==> src/rtl/debounce_arbiter_if.sv <==
// debounce_arbiter_if: raw switch pins and debounced switch outputs
interface debounce_arbiter_if #(parameter int NUM_SW = 4);
  logic [NUM_SW-1:0] i_Switch;
  logic [NUM_SW-1:0] o_Stable;
  logic [NUM_SW-1:0] o_Release_Pulse;
  logic [NUM_SW-1:0] o_LED;
  logic              o_Busy;
  modport master (output i_Switch, input o_Stable, o_Release_Pulse, o_LED, o_Busy);
  modport slave  (input i_Switch, output o_Stable, o_Release_Pulse, o_LED, o_Busy);
endinterface

==> src/rtl/debounce_arbiter.sv <==
// debounce_arbiter: one shared debounce counter granted round-robin to switches whose level disagrees
module debounce_arbiter #(
  parameter int NUM_SW         = 4,
  parameter int DEBOUNCE_LIMIT = 250000
) (
  input logic                i_Clk,
  input logic                i_Rst_L,
  debounce_arbiter_if.slave  sw
);
  localparam int CW = $clog2(DEBOUNCE_LIMIT);
  localparam int PW = $clog2(NUM_SW);
  localparam logic [1:0] IDLE   = 2'd0;
  localparam logic [1:0] COUNT  = 2'd1;
  localparam logic [1:0] COMMIT = 2'd2;
  logic [NUM_SW-1:0] meta, sync, mismatch;
  logic [NUM_SW-1:0] stable_q, pulse_q, led_q;
  logic              busy_q;
  logic [1:0]        state;
  logic [CW-1:0]     cnt;
  logic [PW-1:0]     ptr, grant, pick, grant_next;
  function automatic logic [PW-1:0] wrap(input int v);
    return PW'(v >= NUM_SW ? v - NUM_SW : v);
  endfunction
  assign mismatch   = sync ^ stable_q;
  assign grant_next = wrap(int'(grant) + 1);
  // scan downwards so the channel closest to the pointer is the last one written
  always_comb begin
    pick = ptr;
    for (int k = NUM_SW - 1; k >= 0; k--)
      if (mismatch[wrap(int'(ptr) + k)]) pick = wrap(int'(ptr) + k);
  end
  always_ff @(posedge i_Clk or negedge i_Rst_L) begin
    if (!i_Rst_L) begin
      meta     <= '0;
      sync     <= '0;
      stable_q <= '0;
      pulse_q  <= '0;
      led_q    <= '0;
      busy_q   <= 1'b0;
      cnt      <= '0;
      ptr      <= '0;
      grant    <= '0;
      state    <= IDLE;
    end else begin
      meta    <= sw.i_Switch;
      sync    <= meta;
      pulse_q <= '0;
      case (state)
        IDLE: if (|mismatch) begin
          grant  <= pick;
          cnt    <= '0;
          busy_q <= 1'b1;
          state  <= COUNT;
        end
        COUNT: if (!mismatch[grant]) begin
          ptr    <= grant_next;
          busy_q <= 1'b0;
          state  <= IDLE;
        end else if (cnt == CW'(DEBOUNCE_LIMIT - 1)) begin
          state <= COMMIT;
        end else begin
          cnt <= cnt + 1'b1;
        end
        COMMIT: begin
          stable_q[grant] <= ~stable_q[grant];
          pulse_q[grant]  <= stable_q[grant];
          led_q[grant]    <= led_q[grant] ^ stable_q[grant];
          ptr             <= grant_next;
          busy_q          <= 1'b0;
          state           <= IDLE;
        end
        default: state <= IDLE;
      endcase
    end
  end
  assign sw.o_Stable        = stable_q;
  assign sw.o_Release_Pulse = pulse_q;
  assign sw.o_LED           = led_q;
  assign sw.o_Busy          = busy_q;
endmodule

==> src/flat_wrapper.sv <==
// flat-port wrapper written by rule: the top's interface ports become plain ports
module debounce_arbiter_flat 
#(
  parameter int NUM_SW         = 4,
  parameter int DEBOUNCE_LIMIT = 250000
)
  (i_Clk, i_Rst_L, sw_i_Switch, sw_o_Stable, sw_o_Release_Pulse, sw_o_LED, sw_o_Busy);
  debounce_arbiter_if #(.NUM_SW(NUM_SW)) sw_i ();
  input logic i_Clk;
  input logic i_Rst_L;
  input wire logic [$bits(sw_i.i_Switch)-1:0] sw_i_Switch;
  output wire logic [$bits(sw_i.o_Stable)-1:0] sw_o_Stable;
  output wire logic [$bits(sw_i.o_Release_Pulse)-1:0] sw_o_Release_Pulse;
  output wire logic [$bits(sw_i.o_LED)-1:0] sw_o_LED;
  output wire logic [$bits(sw_i.o_Busy)-1:0] sw_o_Busy;
  assign sw_i.i_Switch = sw_i_Switch;
  assign sw_o_Stable = sw_i.o_Stable;
  assign sw_o_Release_Pulse = sw_i.o_Release_Pulse;
  assign sw_o_LED = sw_i.o_LED;
  assign sw_o_Busy = sw_i.o_Busy;
  debounce_arbiter #(.NUM_SW(NUM_SW), .DEBOUNCE_LIMIT(DEBOUNCE_LIMIT)) u_core (.i_Clk(i_Clk), .i_Rst_L(i_Rst_L), .sw(sw_i));
endmodule
==> config.mk <==
export PLATFORM = sky130hd
export DESIGN_NAME = debounce_arbiter_flat
export DESIGN_NICKNAME = d
export VERILOG_FILES = /design/src/rtl/debounce_arbiter_if.sv /design/src/rtl/debounce_arbiter.sv /design/src/flat_wrapper.sv
export SDC_FILE = /design/constraint.sdc
export NUM_CORES = 1
export LEC_CHECK = 0
export BUFFER_PORTS_ARGS = -buffer_cell sky130_fd_sc_hd__buf_2
export CORE_MARGIN = 2
export CORE_UTILIZATION = 35
export DETAILED_ROUTE_END_ITERATION = 7
export GPL_ROUTABILITY_DRIVEN = 0
export PLACE_DENSITY = 0.57
export SLEW_MARGIN = 5
export SYNTH_ARGS = -nofsm -noshare
export SYNTH_HDL_FRONTEND = slang
export SYNTH_SLANG_ARGS = --single-unit
==> constraint.sdc <==
create_clock -name i_Clk -period 1.95 [get_ports i_Clk]
set_clock_uncertainty 0.15 [all_clocks]
set_input_delay 0.39 -clock i_Clk [delete_from_list [all_inputs] [get_ports i_Clk]]
set_output_delay 0.39 -clock i_Clk [all_outputs]
set_load 0.01 [all_outputs]
==> results of run 1 <==
## per-stage QoR
stage,instances,cell area [µm²],hold WS [ns]
after floorplan,219,2360,-0.0556
after global placement,352,2860,0.182
after detailed placement,352,2860,0.186
after CTS,361,3000,0.0218
after global routing,364,3110,0.0127
final,364,3110,0.0314
## final cells by class
type | instances | area (µm²) | share of cell area, %
tap | 77 | 96.3 | 3.09
timing repair buffer | 67 | 485 | 15.6
multi-input combinational | 160 | 1250 | 40.3
inverter | 7 | 26.3 | 0.844
sequential | 45 | 1130 | 36.4
clock buffer | 5 | 68.8 | 2.21
clock inverter | 3 | 50.0 | 1.61
## registers in the layout, summed over array words and instances (netlist names)
signal	flops
u_core.sync	4
u_core.sw.o_LED	4
u_core.sw.o_Busy	1
u_core.meta	4
u_core.grant	2
u_core.ptr	2
u_core.cnt	18
u_core.state	2
u_core.sw.o_Stable	4
u_core.sw.o_Release_Pulse	4
## power by group through the flow
stage | clock network (mW) | logic [mW] | registers, mW
2_1_floorplan | 0 | 0.716 | 1.16
3_3_place_gp | 0 | 1.18 | 1.14
3_5_place_dp | 0 | 1.20 | 1.14
4_1_cts | 0.782 | 1.21 | 1.12
5_1_grt | 0.809 | 1.44 | 1.15
6_report | 0.760 | 1.29 | 1.13
## worst max-delay path, cell delays in order (launching register included)
cell	delay, ns
sky130_fd_sc_hd__dfrtp_2	0.45
sky130_fd_sc_hd__xor2_2	0.19
sky130_fd_sc_hd__mux4_2	0.52
sky130_fd_sc_hd__a21oi_2	0.19
sky130_fd_sc_hd__buf_12	0.19
sky130_fd_sc_hd__nor4_1	0.08
sky130_fd_sc_hd__mux2i_1	0.20
## routing by layer
metal	GRT usage [%]	part of all wire [%]	vias to the layer above
met5	0	0	-
met4	5.05	0.91	0
met3	3.50	2.5	4
met2	25.4	48	24
met1	20.9	48	988
li1	-	-	962
## cell usage in the layout, fill, tap and decap left out, types with 2 or more instances in the layout
cell type,instances
sky130_fd_sc_hd__or3_1,2
sky130_fd_sc_hd__buf_4,46
sky130_fd_sc_hd__dfrtp_1,40
sky130_fd_sc_hd__o22ai_1,3
sky130_fd_sc_hd__nand2_1,9
sky130_fd_sc_hd__buf_2,18
sky130_fd_sc_hd__nor4_1,4
sky130_fd_sc_hd__nor2_1,10
sky130_fd_sc_hd__or2_2,2
sky130_fd_sc_hd__a31oi_1,4
sky130_fd_sc_hd__a21oi_2,5
sky130_fd_sc_hd__ha_1,8
sky130_fd_sc_hd__nand3b_1,2
sky130_fd_sc_hd__xnor2_1,2
sky130_fd_sc_hd__nand3_1,8
sky130_fd_sc_hd__xor2_2,4
sky130_fd_sc_hd__o21ai_0,6
sky130_fd_sc_hd__mux4_2,3
sky130_fd_sc_hd__nand2b_1,3
sky130_fd_sc_hd__mux2i_1,4
sky130_fd_sc_hd__a21oi_1,21
sky130_fd_sc_hd__dfrtp_2,5
sky130_fd_sc_hd__buf_12,2
sky130_fd_sc_hd__nor3_2,2
sky130_fd_sc_hd__o31ai_1,13
sky130_fd_sc_hd__or4_1,10
sky130_fd_sc_hd__xnor2_2,3
sky130_fd_sc_hd__or4_4,2
sky130_fd_sc_hd__nand4_1,4
sky130_fd_sc_hd__and3_1,5
sky130_fd_sc_hd__clkbuf_8,5
sky130_fd_sc_hd__inv_1,7
## timing repair
item,CTS,global route
resized for setup,2,20
buffers inserted,0,3
pin swaps,7,9
hold buffers,1,0
hold endpoints to repair,19,0
endpoints found under the setup margin,21,27
## cell families (layout without fill, tap and decap cells)
kind of cell / count (synthesis) / after routing
buf+inv: 14 / 82
flops: 45 / 45
simple gates: 70 / 70
compound gates: 64 / 64
xor+xnor: 9 / 9
mux: 8 / 8
fa+ha+maj: 9 / 9
## worst max-delay path by stage
stage / startpoint / to / slack [ns] / cells after the start
floorplan: u_core.sw.o_Stable[1] / u_core.cnt[8] / -0.06 / 6
global placement: u_core.cnt[0] / u_core.cnt[3] / -0.08 / 7
detailed placement: u_core.sync[0] / u_core.cnt[13] / -0.12 / 6
CTS: u_core.sw.o_Stable[0] / u_core.cnt[3] / -0.14 / 6
global route: u_core.sync[0] / u_core.cnt[3] / -0.18 / 6
finish: u_core.sync[0] / u_core.cnt[3] / -0.11 / 6
==> results.toml, run 1 <==
[pwr]
finalPower_mw = 3.18
max-vdd-ir-drop_mv = 0.771
power.sequential.fraction_pct = 35.6
netSwitchingPower_mw = 1.14
pwr-share-comb_pct = 40.5
switching_power_as_a_share_of_total_power_pct = 35.9
clock_power_share_pct = 23.9
leakage_power_nw = 1.39
internal_portion_of_total_power_mw = 2.04
power_density_nw_per_um2 = 1020

[global_routing]
grt_util_all_layers_pct = 15.7
grt_remaining_overflow = 0
first_global_vias = 1964
antenna_found_initial = 0
global_route_wire_length_before_repair_um = 9180
largest_net_degree_at_the_start_of_global_routing = 31

[layout]
fraction_of_layout_cells_with_a_size_suffix_above_1_pct = 38.0
antenna-diode-count = 0
flow.area_growth_from_synthesis_pct = 35.2
utilization_pct = 49.0
final_layout_net_count = 301
layout.filler_cells = 586

[setup_path]
regToRegStartpoint = "u_core.sync[0]"
timing.rr.end = "u_core.cnt[3]"
endpoint_kind = "register"
critical_path_class = "register to register"
data_arrival_time_at_the_worst_slack_endpoint_ns = 2.13
number_of_cells_on_the_worst_reg_to_reg_path = 6
worst-r2r-setup-slack_ns = -0.11
worst_path_maximum_fanout = 30
startpoint_type = "register"
cp.required_ns = 2.02

[logic_synthesis]
syn_area_um2 = 2300
yosysTopAreaCell = "sky130_fd_sc_hd__dfrtp_1"
muxShareOfSynthArea_pct = 5.16
ys_types = 44
synthAdderAreaFrac_pct = 4.89
synth_top_area_share_pct = 48.9
synthTopCellsByArea = "sky130_fd_sc_hd__dfrtp_1 49%, sky130_fd_sc_hd__a21oi_1 5.4%, sky130_fd_sc_hd__ha_1 4.9%"
post_synth_inst_count = 219
synth-edff-count = 0
synth-xor-area-share_pct = 3.42
synth_compound_area_share_pct = 17.6
synthesis.nets = 234
dominant_combinational_cell_family_by_area_after_synthesis = "compound AO/OA/AOI/OAI gates"
async_reset_ff_share_pct = 100
top_ff_cell_synth = "sky130_fd_sc_hd__dfrtp_1"
synth.yosys.seq_area_share_pct = 48.9
synth_area_in_simple_gates_pct = 17.2
yosys_warnings = 0
yosys_register_bits = 45
post-synth-top-count-cell = "sky130_fd_sc_hd__dfrtp_1"
synthesis.area_per_instance_um2 = 10.5
synth_top_cells_by_count = "45 x sky130_fd_sc_hd__dfrtp_1, 25 x sky130_fd_sc_hd__a21oi_1, 13 x sky130_fd_sc_hd__o31ai_1"

[route]
drt.antenna.violating_nets = 0
via_count = 1978
detailedRoute.firstIterationViolations = 67
post_drt_wl_per_cell_um = 14.4
route.detailed.drc = 0
drtPass1Iterations = 4
drt_wl_total_um = 5250
viasPerCell = 5.43

[clock_tree]
cts_num_sinks = 45
ctsHtreeMaxLevel = 2
cts.clk_slew.worst_paths_ns = 0.10
cts_tree = "done"
worst_skew_pair.late_latency_ns = 0.30
cts.root.buffer_cell = "sky130_fd_sc_hd__clkbuf_8"
cts_max_path_buffers = 2
cts_inserted_buffers = 5

[worst_hold_path]
timing.hold.worst_endpoint = "u_core.meta[3]"
min_path_cells = 1
hold_crit_class = "primary input to register"
holdCritStartpoint = "sw_i_Switch[3]"

[outcome]
failed_checks = "negative setup slack"
run_status = "finished with violations"

[die]
fp.coreArea_um2 = 6350
io-pin-count = 19
start_util_pct = 36.3
die_w_um = 85.1
rows = 29
die_area_um2 = 7250
die_height_um = 85.1

[timing]
post-route-min-period_ns = 2.06
clock.fmax_mhz = 485
min_period_over_period_pct = 106
post-route-worst-setup-slack_ns = -0.112
fin_setup_tns_ns = -1.65
finalHoldViolCount = 0
finalMaxSlewViolations = 0
grt_setup_unrepaired = "true"
timing.max_slew.rel_slack_pct = 53.2
finalSetupViolations = 21
worst_slew_pin_slew_ns = 0.701

[placed_design]
numPortBuffers = 18
hpwl_um = 3820
post_place_setup_slack_ns = -0.117

[job]
maxCapViolations = 0
No activity file was read; power rests on OpenSTA's default activity.
==> run 2: changes to the inputs <==
--- a/config.mk
+++ b/config.mk
@@ -5,6 +5,7 @@
 export SDC_FILE = /design/constraint.sdc
 export NUM_CORES = 1
 export LEC_CHECK = 0
+export ABC_AREA = 1
 export BUFFER_PORTS_ARGS = -buffer_cell sky130_fd_sc_hd__buf_2
 export CORE_MARGIN = 2
 export CORE_UTILIZATION = 35
==> results.toml, run 2 <==
[outcome]
run_status = "completed"

[timing]
finalMaxSlewViolations = 0
finalHoldViolCount = 0
worst_slew_pin_slew_ns = 0.435
grt_setup_unrepaired = "true"
timing.max_slew.rel_slack_pct = 71.0
clock.fmax_mhz = 519
min_period_over_period_pct = 98.9
fin_setup_tns_ns = 0
post-route-worst-setup-slack_ns = 0.0222
finalSetupViolations = 0
post-route-min-period_ns = 1.93

[logic_synthesis]
synth.yosys.seq_area_share_pct = 42.8
dominant_combinational_cell_family_by_area_after_synthesis = "simple AND/OR/NAND/NOR gates"
muxShareOfSynthArea_pct = 0
synth-edff-count = 0
synth-xor-area-share_pct = 5.33
post_synth_inst_count = 347
synthAdderAreaFrac_pct = 4.28
yosys_warnings = 0
top_ff_cell_synth = "sky130_fd_sc_hd__dfrtp_1"
syn_area_um2 = 2630
synth_compound_area_share_pct = 6.42
synthesis.area_per_instance_um2 = 7.58
yosysTopAreaCell = "sky130_fd_sc_hd__dfrtp_1"
synth_top_cells_by_count = "119 x sky130_fd_sc_hd__nand2_1, 45 x sky130_fd_sc_hd__dfrtp_1, 35 x sky130_fd_sc_hd__nor2_1"
synth_area_in_simple_gates_pct = 34.4
synthTopCellsByArea = "sky130_fd_sc_hd__dfrtp_1 43%, sky130_fd_sc_hd__nand2_1 17%, sky130_fd_sc_hd__nor2_1 5.0%"
synth_top_area_share_pct = 42.8
yosys_register_bits = 45
post-synth-top-count-cell = "sky130_fd_sc_hd__nand2_1"
synthesis.nets = 362
async_reset_ff_share_pct = 100
ys_types = 32

[global_routing]
global_route_wire_length_before_repair_um = 10500
grt_remaining_overflow = 0
antenna_found_initial = 0
first_global_vias = 2243
largest_net_degree_at_the_start_of_global_routing = 29
grt_util_all_layers_pct = 15.6

[route]
viasPerCell = 4.63
via_count = 2335
post_drt_wl_per_cell_um = 12.4
route.detailed.drc = 0
drt_wl_total_um = 6230
drt.antenna.violating_nets = 0
detailedRoute.firstIterationViolations = 136
drtPass1Iterations = 5

[setup_path]
worst-r2r-setup-slack_ns = 0.02
endpoint_kind = "register"
worst_path_maximum_fanout = 6
startpoint_type = "register"
critical_path_class = "register to register"
cp.required_ns = 2.00
data_arrival_time_at_the_worst_slack_endpoint_ns = 1.98

[layout]
fraction_of_layout_cells_with_a_size_suffix_above_1_pct = 23.2
largest_reg_flops = 18
largest-register = "u_core.cnt"
flow.area_growth_from_synthesis_pct = 25.6
final_common_cell = "sky130_fd_sc_hd__nand2_1"
antenna-diode-count = 0
mostFrequentLayoutCells = "114 x sky130_fd_sc_hd__nand2_1, 44 x sky130_fd_sc_hd__dfrtp_1, 36 x sky130_fd_sc_hd__buf_4"
instances_no_fill = 504
final_layout_net_count = 419

[worst_hold_path]
hold_crit_class = "primary input to register"

[die]
die_w_um = 90.7
rows = 31
die_height_um = 90.7
io-pin-count = 19
die_area_um2 = 8230
fp.coreArea_um2 = 7250
start_util_pct = 36.3

[placed_design]
hpwl_um = 4360
post_place_setup_slack_ns = -0.139
numPortBuffers = 18
post-place-cells = 480

[clock_tree]
ctsHtreeMaxLevel = 2
cts.clk_slew.worst_paths_ns = 0.09
cts_max_path_buffers = 2
worst_skew_pair.late_latency_ns = 0.31
cts_num_sinks = 45
cts_tree = "done"
cts.root.buffer_cell = "sky130_fd_sc_hd__clkbuf_8"
cts_inserted_buffers = 5

[job]
maxCapViolations = 0

[pwr]
leakage_power_nw = 1.68
power_density_nw_per_um2 = 1390
max-vdd-ir-drop_mv = 0.436
finalPower_mw = 4.61
[run 2: final cells by class]
| class | instances | area (µm²) |
|---|---|---|
| fillers | 740 | 3950 |
| multi-input cells | 263 | 1410 |
| flip-flops and latches | 45 | 1130 |
| repair buffers | 58 | 413 |
| well taps | 99 | 124 |
| inverters | 31 | 116 |
| clock buffers | 5 | 68.8 |
| clock inverters | 3 | 47.5 |
[run 2: timing repair]
action / in CTS / in global routing
buffers inserted: 0 / 14
resized for setup: 1 / 18
endpoints found under the setup margin: 13 / 22
hold buffers: 1 / 0
hold endpoints to repair: 17 / 0
gates cloned: 0 / 2
pin swaps: 0 / 6
[run 2: worst paths after layout]
check                               start            endpoint  cells after the start
max in group asynchronous         i_Rst_L    u_core.sw.o_Busy                      3
setup reg to reg            u_core.cnt[1]       u_core.cnt[1]                     10
min in group asynchronous         i_Rst_L  u_core.sw.o_LED[2]                      2
setup / recovery            u_core.cnt[1]       u_core.cnt[1]                     10
hold / removal             sw_i_Switch[2]      u_core.meta[2]                      1
hold reg to reg            u_core.meta[1]      u_core.sync[1]                      0
[run 2: power breakdown]
group | switching (mW) | internal, mW
logic | 1.50 | 1.05
registers | 0.190 | 1.12
clock network | 0.357 | 0.391
total | 2.05 | 2.56
[run 2: critical path, stage by stage (launching register included)]
cell                      delay (ns)
sky130_fd_sc_hd__dfrtp_1        0.42
sky130_fd_sc_hd__ha_2           0.21
sky130_fd_sc_hd__inv_2          0.05
sky130_fd_sc_hd__nor2_4         0.13
sky130_fd_sc_hd__nand4_4        0.12
sky130_fd_sc_hd__nor3_4         0.27
sky130_fd_sc_hd__buf_6          0.14
sky130_fd_sc_hd__nor2_4         0.07
sky130_fd_sc_hd__buf_4          0.15
sky130_fd_sc_hd__nand4_1        0.07
sky130_fd_sc_hd__nand2_1        0.06
[run 2: kinds of logic (layout without fill, tap and decap cells)]
logic type | Yosys count | count (layout)
AO/OA/AOI/OAI | 31 | 31
flip-flops | 45 | 45
XOR/XNOR | 16 | 16
adder cells (fa/ha/maj) | 9 | 9
buffers and inverters | 41 | 97
AND/OR/NAND/NOR | 205 | 207
[run 2: per-stage QoR]
step,utilization (%),hold slack (ns),area [µm²]
after floorplan,-,-0.0556,2630
after global placement,41.2,0.185,2990
after detailed placement,41.2,0.186,2990
after CTS,43.1,0.0178,3120
after global routing,45.6,0.0144,3300
final,45.6,0.0259,3300
[run 2: per-layer routing]
layer / up-vias / GRT usage (%) / part of all wire, %
li1: 1215 / - / -
met1: 1089 / 22.0 / 49
met2: 25 / 24.0 / 47
met3: 6 / 3.17 / 2.5
met4: 0 / 4.74 / 1.2
met5: - / 0 / 0
==> run 3: changes to the inputs <==
--- a/config.mk
+++ b/config.mk
@@ -7,11 +7,10 @@
 export LEC_CHECK = 0
 export ABC_AREA = 1
 export BUFFER_PORTS_ARGS = -buffer_cell sky130_fd_sc_hd__buf_2
-export CORE_MARGIN = 2
 export CORE_UTILIZATION = 35
 export DETAILED_ROUTE_END_ITERATION = 7
 export GPL_ROUTABILITY_DRIVEN = 0
-export PLACE_DENSITY = 0.57
+export PLACE_DENSITY = 0.55
 export SLEW_MARGIN = 5
 export SYNTH_ARGS = -nofsm -noshare
 export SYNTH_HDL_FRONTEND = slang
==> constraint.sdc (replaced) <==
create_clock -name i_Clk -period 2.3 [get_ports i_Clk]
set_clock_uncertainty 0.15 [all_clocks]
set_input_delay 0.46 -clock i_Clk [delete_from_list [all_inputs] [get_ports i_Clk]]
set_output_delay 0.46 -clock i_Clk [all_outputs]
set_load 0.005 [all_outputs]
==> results.toml, run 3 (synthesized netlist as in run 2, its figures left out) <==
[timing]
min_period_over_period_pct = 85.5
fin_setup_tns_ns = 0
grt_setup_unrepaired = "false"
timing.max_slew.rel_slack_pct = 71.3
finalSetupViolations = 0
finalMaxSlewViolations = 0
post-route-min-period_ns = 1.97
hold-worst-slack_ns = 0.103
worst_slew_pin_slew_ns = 0.426
finalHoldViolCount = 0
clock.fmax_mhz = 508

[setup_path]
cp.required_ns = 2.39
regToRegStartpoint = "u_core.cnt[0]"
number_of_cells_on_the_worst_reg_to_reg_path = 9
worst-r2r-setup-slack_ns = 0.33
worst_path_maximum_fanout = 18
endpoint_kind = "register"
startpoint_type = "register"
timing.rr.end = "u_core.cnt[6]"
critical_path_class = "register to register"
data_arrival_time_at_the_worst_slack_endpoint_ns = 2.06

[global_routing]
grt_remaining_overflow = 0
global_route_wire_length_before_repair_um = 9820
first_global_vias = 2094
grt_util_all_layers_pct = 16.3
antenna_found_initial = 0
largest_net_degree_at_the_start_of_global_routing = 46

[clock_tree]
worst_skew_pair.late_latency_ns = 0.30
ctsHtreeMaxLevel = 2
cts-resized-gates = 0
cts.clk_slew.worst_paths_ns = 0.10
cts_num_sinks = 45
cts_max_path_buffers = 2
cts_inserted_buffers = 5
cts_tree = "done"
cts.root.buffer_cell = "sky130_fd_sc_hd__clkbuf_8"

[die]
die_area_um2 = 7870
start_util_pct = 36.3
fp.coreArea_um2 = 7250
rows = 31
die_w_um = 88.7
die_height_um = 88.7
io-pin-count = 19

[pwr]
power_density_nw_per_um2 = 1100
max-vdd-ir-drop_mv = 0.436
finalPower_mw = 3.22
leakage_power_nw = 1.49

[placed_design]
numPortBuffers = 18
hpwl_um = 4180
post-place-cells = 458

[layout]
final_common_cell = "sky130_fd_sc_hd__nand2_1"
antenna-diode-count = 0
instances_no_fill = 467
largest-register = "u_core.cnt"
layout.filler_cells = 752
largest_reg_flops = 18
final_layout_net_count = 382
mostFrequentLayoutCells = "119 x sky130_fd_sc_hd__nand2_1, 45 x sky130_fd_sc_hd__dfrtp_1, 35 x sky130_fd_sc_hd__nor2_1"
fraction_of_layout_cells_with_a_size_suffix_above_1_pct = 12.2
flow.area_growth_from_synthesis_pct = 11.4

[route]
met2_wirelength_from_detailed_routing_um = 2590
drt_wl_total_um = 5670
via_count = 2232
drtPass1Iterations = 4
detailedRoute.firstIterationViolations = 143
highest_layer = "met4"
post_route_m1_wl_um = 2880
route.detailed.drc = 0
met3_wirelength_um = 114
post_drt_wl_per_cell_um = 12.1
drt.antenna.violating_nets = 0
viasPerCell = 4.78

[worst_hold_path]
timing.hold.worst_endpoint = "u_core.meta[2]"
holdCritStartpoint = "sw_i_Switch[2]"
min_path_cells = 1
hold_crit_class = "primary input to register"

[outcome]
run_status = "completed"

[job]
maxCapViolations = 0
==> run 3: cell types whose count changed in the layout (fill, tap and decap cells not counted), sizes merged <==
cell      before  now
nand2        127  125
clkinvlp       0    1
buf           57   22
clkinv         0    1
inv           33   32
bufinv         1    0
==> run 3: area by class of cell <==
class	count	area, µm²	share of cell area, %
clock inverter	3	25.0	0.854
multi-input combinational	261	1330	45.3
clock buffer	5	68.8	2.35
inverter	31	116	3.97
tap	99	124	4.23
timing repair buffer	23	143	4.87
sequential	45	1130	38.4
==> run 3: repair_timing <==
action                                 CTS  global route
hold buffers                             1             0
buffers inserted                         0             0
endpoints found under the hold margin   45             0
==> run 3: stage by stage <==
stage	instance area, µm²	util, %	setup slack, ns
2_1_floorplan	2630	-	0.540
3_3_place_gp	2830	39.0	0.370
3_5_place_dp	2830	39.0	0.346
4_1_cts	2930	40.4	0.318
5_1_grt	2930	40.4	0.134
6_report	2930	40.4	0.332
==> run 3: report_power, final <==
group / total [mW] / leakage [nW] / switching, mW / internal, mW
Sequential: 1.14 / 0.579 / 0.189 / 0.948
Combinational: 1.57 / 0.864 / 1.03 / 0.541
Clock: 0.518 / 0.0447 / 0.298 / 0.220
Total: 3.22 / 1.49 / 1.52 / 1.71
==> run 3: how the worst max path moves through the flow <==
stage                   from        endpoint  depth (start not counted)
3_3_place_gp   u_core.cnt[0]  u_core.cnt[17]                          9
3_5_place_dp   u_core.cnt[0]   u_core.cnt[6]                          9
6_report       u_core.cnt[0]   u_core.cnt[6]                          9
5_1_grt        u_core.cnt[4]  u_core.cnt[15]                          8
2_1_floorplan  u_core.cnt[0]   u_core.cnt[8]                         10
4_1_cts        u_core.cnt[0]   u_core.cnt[6]                          9
==> run 3: per-layer routing <==
metal / global-route usage [%] / up-vias
met4: 5.72 / 0
met2: 25.5 / 29
met5: 0 / -
met1: 23.1 / 1053
met3: 2.33 / 7
li1: - / 1143
==> run 3: worst max-delay path, cell delays in order (launching register included) <==
cell and delay, ns:
sky130_fd_sc_hd__dfrtp_1 0.47, sky130_fd_sc_hd__ha_1 0.23, sky130_fd_sc_hd__inv_1 0.09, sky130_fd_sc_hd__nor2_4 0.17, sky130_fd_sc_hd__nand4_2 0.16, sky130_fd_sc_hd__nor3_4 0.21
sky130_fd_sc_hd__nor2_4 0.09, sky130_fd_sc_hd__nand2_4 0.18, sky130_fd_sc_hd__nand2_1 0.08, sky130_fd_sc_hd__nand2_1 0.07
